[src/rtl/rr_mux_arbiter_if.sv]
// Handshake bundle between two requesters, the arbiter and the downstream consumer.
// Combinational grants; out1/out_valid/sel are driven by the arbiter side.
// master = requester/consumer side, slave = arbiter side.
interface rr_mux_arbiter_if #(
  parameter int WIDTH = 3
);
  logic             req1;
  logic [WIDTH-1:0] in1;
  logic             gnt1;
  logic             req2;
  logic [WIDTH-1:0] in2;
  logic             gnt2;
  logic             out_valid;
  logic             out_ready;
  logic [WIDTH-1:0] out1;
  logic             sel;

  modport master (
    output req1, in1, req2, in2, out_ready,
    input  gnt1, gnt2, out_valid, out1, sel
  );

  modport slave (
    input  req1, in1, req2, in2, out_ready,
    output gnt1, gnt2, out_valid, out1, sel
  );
endinterface

[src/rtl/rr_mux_arbiter.sv]
// Round-robin two-way mux arbiter with bounded hold; drives sel and one registered output beat.
// Latency: a beat granted in cycle N is on out1 with out_valid=1 in cycle N+1.
// Backpressure: grants are withheld and all state frozen while out_valid && !out_ready.
module rr_mux_arbiter #(
  parameter int WIDTH    = 3,
  parameter int MAX_HOLD = 4
) (
  input  logic               clk,
  input  logic               rst_n,
  rr_mux_arbiter_if.slave    bus
);

  localparam int HW = $clog2(MAX_HOLD + 1);
  localparam logic [HW-1:0] HOLD_MAX = HW'(MAX_HOLD);
  localparam logic [HW-1:0] HOLD_ONE = HW'(1);

  typedef enum logic [1:0] {
    IDLE = 2'd0,
    OWN1 = 2'd1,
    OWN2 = 2'd2
  } state_e;

  typedef enum logic [1:0] {
    PICK_NONE = 2'd0,
    PICK_1    = 2'd1,
    PICK_2    = 2'd2
  } pick_e;

  state_e           state_q, state_d;
  logic [HW-1:0]    hold_cnt_q, hold_cnt_d;
  logic             prio1_q, prio1_d;       // 1: in1 wins a tie from IDLE
  logic             last_sel_q, last_sel_d;
  logic             out_valid_q, out_valid_d;
  logic [WIDTH-1:0] out1_q, out1_d;

  pick_e            pick;
  logic             can_accept;
  logic             gnt1_o, gnt2_o, sel_o;

  // State register: reset wins over any grant, so an in-flight beat is dropped.
  always_ff @(posedge clk) begin
    if (!rst_n) begin
      state_q     <= IDLE;
      hold_cnt_q  <= '0;
      prio1_q     <= 1'b1;
      last_sel_q  <= 1'b1;
      out_valid_q <= 1'b0;
      out1_q      <= '0;
    end else begin
      state_q     <= state_d;
      hold_cnt_q  <= hold_cnt_d;
      prio1_q     <= prio1_d;
      last_sel_q  <= last_sel_d;
      out_valid_q <= out_valid_d;
      out1_q      <= out1_d;
    end
  end

  // Pick the next owner and compute next state; the hold limit only bites when the other side requests.
  always_comb begin
    can_accept = !out_valid_q || bus.out_ready;
    pick       = PICK_NONE;

    if (rst_n && can_accept) begin
      case (state_q)
        OWN1: begin
          if (bus.req1 && (hold_cnt_q < HOLD_MAX || !bus.req2)) pick = PICK_1;
          else if (bus.req2)                                     pick = PICK_2;
        end
        OWN2: begin
          if (bus.req2 && (hold_cnt_q < HOLD_MAX || !bus.req1)) pick = PICK_2;
          else if (bus.req1)                                     pick = PICK_1;
        end
        default: begin
          if (bus.req1 && bus.req2) pick = prio1_q ? PICK_1 : PICK_2;
          else if (bus.req1)        pick = PICK_1;
          else if (bus.req2)        pick = PICK_2;
        end
      endcase
    end

    state_d     = state_q;
    hold_cnt_d  = hold_cnt_q;
    prio1_d     = prio1_q;
    last_sel_d  = last_sel_q;
    out_valid_d = out_valid_q;
    out1_d      = out1_q;

    if (pick != PICK_NONE) begin
      // A grant always loads the output stage; the old beat (if any) leaves on the same edge.
      state_d = (pick == PICK_1) ? OWN1 : OWN2;
      if ((pick == PICK_1 && state_q == OWN1) || (pick == PICK_2 && state_q == OWN2)) begin
        hold_cnt_d = (hold_cnt_q == HOLD_MAX) ? HOLD_MAX : hold_cnt_q + 1'b1;
      end else begin
        hold_cnt_d = HOLD_ONE;
      end
      prio1_d     = (pick == PICK_2);
      last_sel_d  = (pick == PICK_1);
      out1_d      = (pick == PICK_1) ? bus.in1 : bus.in2;
      out_valid_d = 1'b1;
    end else if (can_accept) begin
      if (bus.out_ready) out_valid_d = 1'b0;
      state_d    = IDLE;
      hold_cnt_d = '0;
    end
  end

  // Grants and select; sel falls back to the last routed source when nothing is granted.
  always_comb begin
    gnt1_o = (pick == PICK_1);
    gnt2_o = (pick == PICK_2);
    if (!rst_n)                 sel_o = 1'b1;
    else if (pick != PICK_NONE) sel_o = (pick == PICK_1);
    else                        sel_o = last_sel_q;
  end

  assign bus.gnt1      = gnt1_o;
  assign bus.gnt2      = gnt2_o;
  assign bus.sel       = sel_o;
  assign bus.out_valid = out_valid_q;
  assign bus.out1      = out1_q;

  // At most one requester may be accepted in any cycle.
  a_grant_onehot: assert property (@(posedge clk) disable iff (!rst_n) !(gnt1_o && gnt2_o));

endmodule

[src/flat_wrapper.sv]
// flat-port wrapper written by rule: the top's interface ports become plain ports
module rr_mux_arbiter_flat 
#(
  parameter int WIDTH    = 3,
  parameter int MAX_HOLD = 4
)
  (clk, rst_n, bus_req1, bus_in1, bus_req2, bus_in2, bus_out_ready, bus_gnt1, bus_gnt2, bus_out_valid, bus_out1, bus_sel);
  rr_mux_arbiter_if #(.WIDTH(WIDTH)) bus_i ();
  input  logic clk;
  input  logic rst_n;
  input wire logic [$bits(bus_i.req1)-1:0] bus_req1;
  input wire logic [$bits(bus_i.in1)-1:0] bus_in1;
  input wire logic [$bits(bus_i.req2)-1:0] bus_req2;
  input wire logic [$bits(bus_i.in2)-1:0] bus_in2;
  input wire logic [$bits(bus_i.out_ready)-1:0] bus_out_ready;
  output wire logic [$bits(bus_i.gnt1)-1:0] bus_gnt1;
  output wire logic [$bits(bus_i.gnt2)-1:0] bus_gnt2;
  output wire logic [$bits(bus_i.out_valid)-1:0] bus_out_valid;
  output wire logic [$bits(bus_i.out1)-1:0] bus_out1;
  output wire logic [$bits(bus_i.sel)-1:0] bus_sel;
  assign bus_i.req1 = bus_req1;
  assign bus_i.in1 = bus_in1;
  assign bus_i.req2 = bus_req2;
  assign bus_i.in2 = bus_in2;
  assign bus_i.out_ready = bus_out_ready;
  assign bus_gnt1 = bus_i.gnt1;
  assign bus_gnt2 = bus_i.gnt2;
  assign bus_out_valid = bus_i.out_valid;
  assign bus_out1 = bus_i.out1;
  assign bus_sel = bus_i.sel;
  rr_mux_arbiter #(.WIDTH(WIDTH), .MAX_HOLD(MAX_HOLD)) u_core (.clk(clk), .rst_n(rst_n), .bus(bus_i));
endmodule
[config.mk]
export PLATFORM = sky130hd
export DESIGN_NAME = rr_mux_arbiter_flat
export DESIGN_NICKNAME = d
export VERILOG_FILES = /design/src/rtl/rr_mux_arbiter_if.sv /design/src/rtl/rr_mux_arbiter.sv /design/src/flat_wrapper.sv
export SDC_FILE = /design/constraint.sdc
export NUM_CORES = 1
export LEC_CHECK = 0
export BUFFER_PORTS_ARGS = -buffer_cell sky130_fd_sc_hd__buf_2
export CORE_MARGIN = 5
export CORE_UTILIZATION = 40
export DETAILED_ROUTE_END_ITERATION = 12
export PLACE_DENSITY = 0.68
export SYNTH_ARGS = -nofsm -noshare
export SYNTH_HDL_FRONTEND = slang
export SYNTH_SLANG_ARGS = --single-unit
[constraint.sdc]
create_clock -name clk -period 1.7 [get_ports clk]
set_input_delay 0.085 -clock clk [delete_from_list [all_inputs] [get_ports clk]]
set_output_delay 0.085 -clock clk [all_outputs]
set_load 0.02 [all_outputs]
==> qor_table.md <==
| Group | Quantity | Value |
|:---|:---|:---|
| sta | Post-route fraction of the period consumed by the critical path | 112% |
| global routing | Number of global-route vias before repair | 793 |
| placed design | Port Buf Inserts | 17 |
| layout | Area growth from synthesis to layout | 58.4% |
| power and ir drop | Switching Fraction | 38.7% |
| power and ir drop | Clk pwr share | 15.0% |
| sta | Worst slew margin relative to its limit | 76.6% |
| sta | Measured slew at the worst slew-check pin | 0.350 ns |
| global routing | Global router's overall resource usage | 16.8% |
| yosys | Compound-Gate Fraction of Synth Area | 29.2% |
| power and ir drop | Power density over cell area | 1030 mW/mm^2 |
| yosys | Area share of xor/xnor cells in the synthesized design | 0% |
| die | Top Ports | 18 |
| sta | Count of final max-slew check failures | 0 |
| layout | Ratio of cells with drive above 1 in the final layout | 54.0% |
| clocking | Worst-path clk slew | 0.07 ns |
| sta | Setup repair after global routing missed its margin | true |
| routing | Final wirelength | 2190 um |
| layout | Finished layout cell area | 0.00117 mm^2 |
| power and ir drop | Total chip power | 1.20 mW |
| worst setup path | Endpoint kind of the worst setup timing path | output port |
| yosys | Mux contribution to synthesized area | 1.35% |
| worst setup path | Critical register-to-register path startpoint | u_core.state_q[0]$_SDFFE_PN0P_ |
| placed design | Last weighted congestion value of the routability-driven placer | 0.851 |
| placed design | Post-DP HPWL | 1410 um |
| routing | Detail Route met3 WL | 112 um |
| die | Die Span Y | 53.0 um |
| yosys | Count of yosys warnings during synthesis | 0 |
| worst setup path | CP Launch Point | u_core.state_q[0]$_SDFFE_PN0P_ |
| worst setup path | Slowest cell on crit path | sky130_fd_sc_hd__dfxtp_2 |
| global routing | Total gr overflow | 0 |
| routing | Post-DRT Antenna Nets | 0 |
| yosys | Adder and majority cell fraction of the synthesized area | 6.76% |
| routing | Average wire length per cell after detail routing | 14.5 um |
| worst hold path | Min-Delay Startpoint | rst_n |
| clocking | Cell at the root of the clock tree | sky130_fd_sc_hd__clkbuf_4 |
| clocking | Buffer levels on the longest clock path | 2 |
| routing | Iteration-0 DRC count of the detailed router | 21 |
| worst setup path | CP startpoint kind | flop |
| yosys | Synthesized area | 741 um^2 |
| die | Die area | 0.00281 mm^2 |
| routing | Wire length on met1 | 956 um |
| power and ir drop | Sequential share of power | 28.0% |
| power and ir drop | Worst vdd rail ir drop | 0.545 mV |
| worst setup path | Data arrival time of the critical path | 1.82 ns |
| yosys | Simple logic cell fraction of the synthesized area | 25.2% |
| yosys | Post-Synthesis Cells | 89 |
| clocking | Clock net sink count | 11 |
| worst setup path | Crit path largest cell delay | 0.35 ns |
| routing | Routed met2 length | 1080 um |
| job | Number of max-capacitance violations reported | 0 |
| yosys | Synthesized area per cell | 8.32 um^2 |
| sta | Clock tree skew after final layout | 0.00754 ns |
| power and ir drop | Leakage | 0.504 nW |
| die | Effective utilization at floorplan | 42.4% |
| routing | Vias per cell | 5.55 |
| power and ir drop | Internal cell power | 738 uW |
| worst setup path | Endpoint required time on the critical path | 1.62 ns |
| clocking | Latest clock arrival within the worst-skew pair | 0.27 ns |
| clocking | CTS H-tree lvls | 1 |
| global routing | Pin count of the biggest net entering global routing | 14 |
| clocking | Hold buffer count at CTS | 0 |
| yosys | Register bit total from synthesis | 11 |
| routing | Top Layer Used | met4 |
| yosys | Combinational family with the most area after synthesis | compound AO/OA/AOI/OAI gates |
| clocking | TritonCTS clock tree | yes |
| sta | Summed negative setup slack over all endpoints | -1.14 ns |
| sta | Post-layout min period | 1.90 ns |
| clocking | TritonCTS Buffers | 3 |
| routing | Via count | 838 |
| layout | Final Util | 67.2% |
| layout | Number of filler instances in the final layout | 151 |
| power and ir drop | Share of total power in combinational logic | 57.0% |
| worst setup path | Critical setup path kind | flop to output port |
| worst hold path | Path type of the worst min-delay path | input pin to flop |
| yosys | Sequential element share of the synthesized area | 29.7% |
| die | Die X | 53.0 um |
| layout | Antenna diodes | 0 |
| yosys | Most common flop cell mapped by yosys | sky130_fd_sc_hd__dfxtp_1 |
| placed design | Instance area after placement | 938 um^2 |
| sta | FMAX | 526 MHz |
| outcome | Run status | complete, but fails checks |
| layout | Net total in the final layout | 142 |
| global routing | Wire length of the first global-routing pass | 3380 um |
| worst setup path | Maximum fanout encountered on the critical timing path | 4 |
| routing | First-pass DRT Iterations | 4 |
| global routing | Antenna violations before repair | 0 |
| sta | Setup ws final | -0.202 ns |
| routing | Count of unresolved DRC violations after routing | 0 |
| die | Placement row count | 15 |
| yosys | EDFF count, synth | 0 |
| power and ir drop | Total net switching power | 467 uW |
| yosys | Total nets after synthesis | 104 |
| sta | Final setup violation count | 10 |
| worst setup path | Cells along the critical path | inv_2 -> ha_4 -> and2b_2 -> nand2_4 -> and3_4 -> and3_2 -> buf_6 |
| yosys | Share of flip-flops with an asynchronous set or reset after synthesis | 0% |
| die | Core Area | 0.00175 mm^2 |
| yosys | Count of different cell masters after synthesis | 38 |
| outcome | Failing checks | negative setup slack |
| sta | Hold Violations, Final | 0 |
==> registers in the layout, indices dropped and copies added (netlist names) <==
name / count
u_core.bus.out_valid: 1
u_core.state_q: 2
u_core.hold_cnt_q: 3
u_core.bus.out1: 3
u_core.last_sel_q: 1
u_core.prio1_q: 1
==> cell type report <==
type / instances / area [um^2] / share of cell area (%)
inverters: 6 / 22.5 / 1.92
flip-flops and latches: 11 / 223 / 19.0
clock buffers: 4 / 26.3 / 2.24
multi-input cells: 67 / 598 / 51.0
repair buffers: 38 / 273 / 23.2
well taps: 25 / 31.3 / 2.67
==> routing by layer <==
layer,global-route usage (%),up-vias
li1,-,407
met1,21.7,393
met2,25.4,30
met3,3.38,8
met4,9.79,0
met5,0,-
==> metrics by stage <==
| stage | std cells | hold slack (ns) | worst slack [ns] |
|---|---|---|---|
| after global routing | 151 | 0.127 | -0.275 |
| after floorplan | 89 | 0.337 | 0.0223 |
| after CTS | 150 | 0.119 | -0.203 |
| final | 151 | 0.135 | -0.202 |
| after detailed placement | 138 | 0.390 | -0.153 |
| after global placement | 138 | 0.390 | -0.102 |
==> placed cells by master (no fill, tap or decap), types with 2 or more instances in the layout <==
| cell type | n |
|---|---|
| sky130_fd_sc_hd__nor2_1 | 5 |
| sky130_fd_sc_hd__buf_6 | 6 |
| sky130_fd_sc_hd__nand2b_1 | 3 |
| sky130_fd_sc_hd__dfxtp_1 | 9 |
| sky130_fd_sc_hd__buf_4 | 18 |
| sky130_fd_sc_hd__dfxtp_2 | 2 |
| sky130_fd_sc_hd__o41ai_2 | 2 |
| sky130_fd_sc_hd__inv_2 | 2 |
| sky130_fd_sc_hd__nand2_4 | 2 |
| sky130_fd_sc_hd__o21ai_0 | 2 |
| sky130_fd_sc_hd__nand2_1 | 2 |
| sky130_fd_sc_hd__nor3_1 | 6 |
| sky130_fd_sc_hd__o2bb2ai_1 | 3 |
| sky130_fd_sc_hd__ha_1 | 2 |
| sky130_fd_sc_hd__a21oi_1 | 3 |
| sky130_fd_sc_hd__nor3_2 | 2 |
| sky130_fd_sc_hd__o21ai_1 | 2 |
| sky130_fd_sc_hd__nor2_4 | 2 |
| sky130_fd_sc_hd__nand3_1 | 3 |
| sky130_fd_sc_hd__buf_2 | 14 |
| sky130_fd_sc_hd__inv_1 | 4 |
| sky130_fd_sc_hd__clkbuf_4 | 3 |
==> logic make-up after synthesis <==
logic type / after synthesis
DFF: 11
AOI/OAI and AO/OA: 27
buffers and inverters: 11
adders and majority gates: 4
and+or+nand+nor: 35
muxes: 1
==> power by group through the flow <==
stage	sequential, mW	clock (mW)	combinational [mW]
6_report	0.337	0.181	0.686
5_1_grt	0.343	0.208	0.731
4_1_cts	0.336	0.187	0.589
3_5_place_dp	0.338	0	0.474
3_3_place_gp	0.337	0	0.467
2_1_floorplan	0.362	0	0.293
==> path summary, 6_finish.rpt <==
path / depth (start not counted) / slack, ns / endpoint
max: 7 / -0.20 / bus_gnt1
min: 2 / 0.14 / u_core.prio1_q$_SDFFE_PN1P_
max reg2reg: 9 / -0.17 / u_core.hold_cnt_q[0]$_SDFFE_PN0P_
min reg2reg: 2 / 0.49 / u_core.hold_cnt_q[1]$_SDFFE_PN0P_
==> cell usage after synthesis, types with 2 or more instances <==
cell                         n  area, um^2
sky130_fd_sc_hd__o21ai_1     2        10.0
sky130_fd_sc_hd__clkbuf_1    2        7.51
sky130_fd_sc_hd__buf_6       2        22.5
sky130_fd_sc_hd__ha_1        4        50.1
sky130_fd_sc_hd__inv_1       5        18.8
sky130_fd_sc_hd__nor2_1      7        26.3
sky130_fd_sc_hd__o21ai_0     2        10.0
sky130_fd_sc_hd__nor3_1      8        40.0
sky130_fd_sc_hd__nand3_1     4        20.0
sky130_fd_sc_hd__and3_1      3        18.8
sky130_fd_sc_hd__nand2_1     3        11.3
sky130_fd_sc_hd__a31oi_1     2        12.5
sky130_fd_sc_hd__dfxtp_1    11         220
sky130_fd_sc_hd__a21oi_1     4        20.0
sky130_fd_sc_hd__o41ai_1     3        26.3
sky130_fd_sc_hd__nand2b_1    3        18.8
sky130_fd_sc_hd__o2bb2ai_1   3        26.3
==> worst max-delay path, delay by kind of cell (launching register included) <==
kind,cells,cell delay [ns]
flip-flops,1,0.35
adder cells (fa/ha/maj),1,0.28
AND/OR/NAND/NOR,4,0.75
buffers and inverters,2,0.17
==> timing repair <==
action,CTS,global route
pin swaps,5,5
buffers inserted,8,1
endpoints found under the setup margin,12,13
gates resized for setup,14,18
cloned,0,0
Power figures use the tool's default switching activity.
